--- config.mk ---
export PLATFORM = sky130hd
export DESIGN_NAME = cw_target_pwrseq
export DESIGN_NICKNAME = d
export VERILOG_FILES = /design/src/rtl/cw_target_pwrseq.sv
export SDC_FILE = /design/constraint.sdc
export NUM_CORES = 1
export LEC_CHECK = 0
export BUFFER_PORTS_ARGS = -buffer_cell sky130_fd_sc_hd__buf_4
export CAP_MARGIN = 20
export CORE_ASPECT_RATIO = 1.5
export CORE_UTILIZATION = 47
export DETAILED_ROUTE_END_ITERATION = 7
export HOLD_SLACK_MARGIN = 0.15
export PLACE_DENSITY = 0.77
export SLEW_MARGIN = 30
export SYNTH_ARGS = -nofsm -noshare
export SYNTH_HDL_FRONTEND = slang
export SYNTH_SLANG_ARGS = --single-unit
export TNS_END_PERCENT = 10
--- constraint.sdc ---
create_clock -name clk -period 2.7 [get_ports clk]
set_clock_uncertainty 0.15 [all_clocks]
set_input_delay 0.405 -clock clk [delete_from_list [all_inputs] [get_ports clk]]
set_output_delay 0.405 -clock clk [all_outputs]
set_load 0.01 [all_outputs]
--- src/rtl/cw_target_pwrseq.sv ---
`default_nettype none
// ============================================================================
// Module   : cw_target_pwrseq
// Brief    : Target power/reset sequencer with AVR programming-pin arbitration.
// Revision : 1.0
// ============================================================================
module cw_target_pwrseq #(
    parameter int pCNT_WIDTH         = 24,
    parameter int pPOWER_ON_AT_RESET = 1
) (
    input  logic                  clk,
    input  logic                  reset_i,
    input  logic [pCNT_WIDTH-1:0] cfg_off_cycles,
    input  logic [pCNT_WIDTH-1:0] cfg_settle_cycles,
    input  logic [pCNT_WIDTH-1:0] cfg_rst_hold_cycles,
    input  logic                  cmd_cycle,
    input  logic                  cmd_off,
    input  logic                  cmd_on,
    input  logic                  avrprog_req,
    output logic                  avrprog_gnt,
    output logic                  targetpower_off,
    output logic                  target_highz,
    output logic                  nrst_oe,
    output logic                  nrst_o,
    output logic                  busy,
    output logic                  done,
    output logic [2:0]            state_o
);

    typedef enum logic [2:0] {
        S_OFF      = 3'd0,
        S_OFF_WAIT = 3'd1,
        S_SETTLE   = 3'd2,
        S_RSTHOLD  = 3'd3,
        S_ON       = 3'd4,
        S_PROG     = 3'd5
    } state_t;

    localparam logic                  c_BOOT    = (pPOWER_ON_AT_RESET != 0);
    localparam logic [pCNT_WIDTH-1:0] c_CNT_ONE = {{(pCNT_WIDTH-1){1'b0}}, 1'b1};

    state_t                r_state;
    state_t                w_next;
    logic [pCNT_WIDTH-1:0] r_cnt;
    logic [pCNT_WIDTH-1:0] w_load;
    logic                  w_expired;
    logic                  r_boot;
    logic                  r_done;
    logic                  r_pwr_off;
    logic                  r_highz;
    logic                  r_nrst_oe;
    logic                  r_nrst_o;
    logic                  r_gnt;
    logic                  r_busy;

    // Output bundle: {targetpower_off, target_highz, nrst_oe, nrst_o, avrprog_gnt, busy}
    function automatic logic [5:0] f_decode(input state_t s);
        case (s)
            S_OFF, S_OFF_WAIT: f_decode = 6'b11_0000 | {5'b0, s == S_OFF_WAIT};
            S_SETTLE:          f_decode = 6'b01_0001;
            S_RSTHOLD:         f_decode = 6'b00_1001;
            S_ON:              f_decode = 6'b00_0000;
            S_PROG:            f_decode = 6'b00_0010;
            default:           f_decode = 6'b11_0000;
        endcase
    endfunction

    assign w_expired = (r_cnt == '0);

    always_comb begin
        w_next = r_state;
        if (cmd_off) begin
            w_next = S_OFF;
        end else begin
            case (r_state)
                S_OFF:      if (cmd_cycle || cmd_on || r_boot) w_next = S_SETTLE;
                S_OFF_WAIT: if (w_expired) w_next = S_SETTLE;
                S_SETTLE:   if (w_expired) w_next = S_RSTHOLD;
                S_RSTHOLD:  if (w_expired) w_next = S_ON;
                S_ON: begin
                    if (cmd_cycle)        w_next = S_OFF_WAIT;
                    else if (avrprog_req) w_next = S_PROG;
                end
                // Leaving programming always re-runs the reset pulse.
                S_PROG:     if (!avrprog_req) w_next = S_RSTHOLD;
                default:    w_next = S_OFF;
            endcase
        end
    end

    always_comb begin
        w_load = '0;
        case (w_next)
            S_OFF_WAIT: w_load = cfg_off_cycles;
            S_SETTLE:   w_load = cfg_settle_cycles;
            S_RSTHOLD:  w_load = cfg_rst_hold_cycles;
            default:    w_load = '0;
        endcase
    end

    // Outputs are registered from the next state so they track r_state exactly.
    always_ff @(posedge clk or posedge reset_i) begin
        if (reset_i) begin
            r_state <= S_OFF;
            r_cnt   <= '0;
            r_boot  <= c_BOOT;
            r_done  <= 1'b0;
            {r_pwr_off, r_highz, r_nrst_oe, r_nrst_o, r_gnt, r_busy} <= f_decode(S_OFF);
        end else begin
            r_state <= w_next;
            r_boot  <= 1'b0;
            if (w_next != r_state)
                r_cnt <= w_load;
            else if (!w_expired)
                r_cnt <= r_cnt - c_CNT_ONE;
            r_done  <= (r_state == S_RSTHOLD) && (w_next == S_ON);
            {r_pwr_off, r_highz, r_nrst_oe, r_nrst_o, r_gnt, r_busy} <= f_decode(w_next);
        end
    end

    assign avrprog_gnt     = r_gnt;
    assign targetpower_off = r_pwr_off;
    assign target_highz    = r_highz;
    assign nrst_oe         = r_nrst_oe;
    assign nrst_o          = r_nrst_o;
    assign busy            = r_busy;
    assign done            = r_done;
    assign state_o         = r_state;

endmodule
`default_nettype wire
# Yosys cells after proc, flatten, opt, wreduce, memory -nomap -nowiden
# Index checks and enable logic that the tools add are counted.
classes:
  n_addsub: 1
  eq_ne: 12
  muxes: 13
  reduce_logical: 7
op_table:
  columns: ["op", "n"]
  rows:
  - ["24-bit case mux with 3 select lines", 1]
  - ["24-bit 2-to-1 mux", 2]
  - ["6-bit case mux with 5 select lines", 1]
  - ["24-bit logical NOT", 1]
  - ["3-bit 2-to-1 mux", 8]
  - ["24-bit by 1-bit subtractor with 24-bit output (second input constant)", 1]
  - ["3-bit case mux with 6 select lines", 1]
  - ["3-bit by 2-bit == test with 1-bit output (second input constant)", 4]
  - ["3-bit == test (second input constant)", 4]
  - ["3-bit by 1-bit == test with 1-bit output (second input constant)", 2]
  - ["3-bit logical NOT", 2]
  - ["3-bit != test", 1]
  - ["1-bit logical OR", 2]
  - ["2-bit by 1-bit != test with 1-bit output (second input constant)", 1]
  - ["2-bit OR reduction", 1]
  - ["1-bit logical AND", 1]
word_totals:
  register_bits: 35
  out_inout_bits: 10

# Logic depth before layout (Yosys ltp)
depth:
  ltp_word: 8
  ltp_mapped: 11

# Worst setup path before layout
# OpenSTA, ideal clock, no wires.
synth_timing:
  path_type: "flip-flop to flip-flop"
  from: "register r_cnt[12]"
  to: "register r_cnt[23]"
  setup_ns: 0.133
  t_arrival_ns: 2.573
  setup_slack_ns: -0.156
  stages_incl_launch_ff: 8
  path_buffers: 1
  period_less_slack_ns: 2.856
  path_cell_list: "dfrtp_1 -> or4_1 -> buf_2 -> or3_4 -> or4_4 -> or3_1 -> a2111oi_2 -> a31oi_1"
synth_between:
  elab_chain_cells: 7
  elab_cells_between_ends: 15
  classes_between: "add/sub (1); eq/ne (5); mux (8); reduce/logical (1)"
synth_lines:
  columns: ["element", "line", "rtl"]
  rows:
  - ["start: declaration", "44", "logic [pCNT_WIDTH-1:0] r_cnt;"]
  - ["start signal: assignment", "113", "r_cnt <= w_load;"]
  - ["start signal: assignment", "115", "r_cnt <= r_cnt - c_CNT_ONE;"]
  - ["24-bit logical NOT", "68", "assign w_expired = (r_cnt == '0);"]
  - ["3-bit 2-to-1 mux (on tied branches)", "79, 77, 78", null]
  - ["3-bit case mux with 6 select lines", "75", "case (r_state)"]
  - ["3-bit 2-to-1 mux", "72", "if (cmd_off) begin"]
  - ["3-bit by 2-bit == test with 1-bit output / 3-bit by 1-bit == test with 1-bit output (equally long branches)", "93", "case (w_next)"]
  - ["24-bit case mux with 3 select lines", "93", null]
  - ["24-bit 2-to-1 mux", "112", "if (w_next != r_state)"]
# Several ways; a longest one is shown, not always the timed one. The select of a mux whose other input is x is not followed.
# A chain may end at the register's enable or synchronous reset.

# Worst setup path after layout
# Same ends and word-level chain as after synthesis.

==> metrics.md <==
| Metric | Value |
|---|---|
| Outcome | `complete, but fails checks` |
| Failing checks | `setup timing` |
| Clock slew at reported path FFs | `0.07 ns` |
| Number of top-level pins | `88` |
| CTS H-tree depth | `2` |
| Leakage component of the power | `1.81 nW` |
| Async set-or-reset flop fraction in the synthesized netlist | `100%` |
| Maximum count of clock buffers along a single path | `2` |
| Detailed-route wire length per cell | `18.0 um` |
| Global-route wire length before repair | `16,600 um` |
| Unique cell type count in the Yosys netlist | `49` |
| Most common library cells after synthesis | `nor3_1 (41), dfrtp_1 (31), nand2_1 (31)` |
| Crit path arrival time | `2.88 ns` |
| Count of unresolved DRC violations after routing | `0` |
| Power consumption | `1.71 mW` |
| Grt ovf | `0` |
| Leading post-synthesis cells by cell area | `dfrtp_1 (27%), o31a_1 (7.3%), nor3_1 (7.1%)` |
| Via count | `3,553` |
| Number of warnings printed during yosys synthesis | `0` |
| Fraction of the core area covered by cells at the end of the flow | `74.6%` |
| Internal reg-to-reg setup slack | `-0.16 ns` |
| Post-synth design cell area | `2880 sq um` |
| Via count of the first global-routing pass | `3,594` |
| Post-synthesis simple-gate area fraction | `30.9%` |
| PwrDens | `391 nW/um^2` |
| Max FO, Critical Path | `3` |
| 1st-iter DRT viols | `253` |
| Setup Crit Path Kind | `reg -> reg` |
| Number of clock buffers inserted by TritonCTS | `5` |
| Mean number of vias per cell | `6.28` |
| Min Clock Period, post-route | `2.86 ns` |
| Largest voltage drop on the vdd net | `0.185 mV` |
| Register with the most flip-flops | `r_cnt` |
| Arithmetic-cell share of the synthesized area counting full adders, half adders and majority gates | `0.435%` |
| Clk Latency, worst-skew pair | `0.29 ns` |
| Post-Route WL | `10,200 um` |
| Die H | `97.9 um` |
| Row Count | `34` |
| Leading cell type by number of instances after synthesis | `nor3_1` |
| Dpl ws | `-0.268 ns` |
| Number of flops mapped to enable cells by yosys | `0` |
| Share of synthesized area spent on multiplexers | `0.391%` |
| Max FFs per register | `24` |
| Final ANT Viol Nets | `0` |
| Initial antenna violation count | `0` |
| Power share of the sequential group | `38.0%` |
| Die Width | `65.9 um` |
| Fraction of power consumed by combinational cells | `34.9%` |
| Largest family of logic cells by synthesized area | `simple AND/OR/NAND/NOR gates` |
| Placeable Area | `5870 sq um` |
| Number of cells produced by synthesis | `369` |
| Setup violators final | `14` |
| Syn-to-layout area delta | `52.1%` |
| # clock sinks | `34` |
| Root buf cell | `clkbuf_8` |
| Final setup slack of the worst path | `-0.160 ns` |
| Number of endpoints with negative hold slack in the final report | `0` |
| Achievable frequency | `350 MHz` |
| HPWL after DPL | `7030 um` |
| Nets | `572` |
| Fraction of power consumed by the clock network | `27.1%` |
| Count of final max-slew check failures | `0` |
| Die area | `6450 sq um` |
| Maximum number of pins on one net before global-route repair | `35` |
| Tightest hold margin | `0.239 ns` |
| Min-delay worst type | `in -> reg` |
| TritonCTS clock tree | `done` |
| Sequential share of the synthesized area | `29.7%` |
| Cell accounting for the most synthesized area | `dfrtp_1` |
| P_sw | `0.531 mW` |
| Antenna diode count | `0` |
| Switching portion of total power | `31.0%` |
| XOR/XNOR Fraction of Synth Area | `5.48%` |
| Share of the synthesized area in the top cell type | `26.9%` |
| Count of buffers inserted at the top-level ports | `86` |
| Critical path capture point type | `flop` |
| Startpoint Class | `flop` |
| Initial core utilization | `49.0%` |
| Syn Area/Cell | `7.80 sq um` |
| Weighted congestion reported at the end of routability-driven placement | `0.973` |
| Proportion of layout cells with a drive suffix above 1 | `40.1%` |
| Overall track demand over capacity in global routing | `32.9%` |
| Internal power | `1.18 mW` |
| Required time of the worst setup path | `2.72 ns` |
| Compound-cell area share of the yosys netlist | `26.2%` |
| Most used flip-flop cell after synthesis | `dfrtp_1` |
| RSZ-0062 raised after global routing | `true` |
| Post-synthesis register bit count | `34` |
| Max Cap Viol | `0` |
| Share of the cycle needed by the critical path after routing | `106%` |
| Detailed-router iteration count before antenna repair | `5` |
critical path: stages (launching register included):
cell and delay [ns]:
dfrtp_1 0.38, or4_4 0.56, buf_6 0.14, or3_4 0.36, or4_4 0.45, or3_4 0.36, a2111oi_4 0.28, a31oi_1 0.06
cells by family (layout without fill, tap and decap cells):
| family | Yosys count | after routing |
|---|---|---|
| fa+ha+maj | 1 | 1 |
| flops | 34 | 34 |
| compound gates | 108 | 108 |
| buf+inv | 45 | 169 |
| xor+xnor | 18 | 18 |
| mux | 1 | 1 |
| simple gates | 161 | 161 |
| other cells | 1 | 2 |
layout by cell type (no fill, tap or decap), drive strengths merged, types with 9 or more instances in the layout:
cell type,n
nand4,25
or3,9
o21ai,27
nor4,12
nand2,31
a31oi,25
buf,153
dfrtp,31
xor2,10
o31a,24
a211oi,16
nor3,42
nor2,17
final cells by class:
class	count	area (sq um)
Fill cell	436	1490
Tap cell	72	90.1
Timing Repair Buffer	155	1340
Sequential cell	34	855
Clock inverter	1	30.0
Clock buffer	7	76.3
Inverter	6	22.5
Multi-Input combinational cell	291	1970
stage by stage:
step	instances	TNS (ns)	area [sq um]
3_5_place_dp	550	-2.39	4020
4_1_cts	565	-2.52	4300
3_3_place_gp	550	-0.458	4020
2_1_floorplan	370	-0.235	2900
5_1_grt	566	-2.82	4380
6_report	566	-0.553	4380
worst paths after layout:
path / start / endpoint / cells past startpoint
min: cfg_off_cycles[21] / r_cnt[21] / 3
max: r_cnt[12] / r_cnt[23] / 7
min in group asynchronous: reset_i / state_o[2] / 4
min reg2reg: state_o[0] / done / 2
max reg2reg: r_cnt[12] / r_cnt[23] / 7
max in group asynchronous: reset_i / target_highz / 4
what timing repair did:
item,CTS,global route
setup endpoints to repair,26,28
hold endpoints to repair,31,0
setup buffers,4,1
resized for setup,33,17
pin swaps,31,13
cloned,2,0
hold buffers,1,0
per-layer routing:
metal	routed length [um]	vias to the layer above	GRT usage, %
met2	5110	169	56.1
met3	611	44	4.44
li1	-	1655	-
met4	377	0	13.4
met5	0	-	0
met1	4070	1685	40.4
power by group through the flow:
stage | clock network [mW] | logic, mW | registers (mW)
detailed placement | 0 | 0.554 | 0.653
global route | 0.487 | 0.648 | 0.660
finish | 0.464 | 0.598 | 0.651
global placement | 0 | 0.544 | 0.648
CTS | 0.467 | 0.580 | 0.646
floorplan | 0 | 0.284 | 0.653
Note: power is estimated with default switching activity, not from simulation.
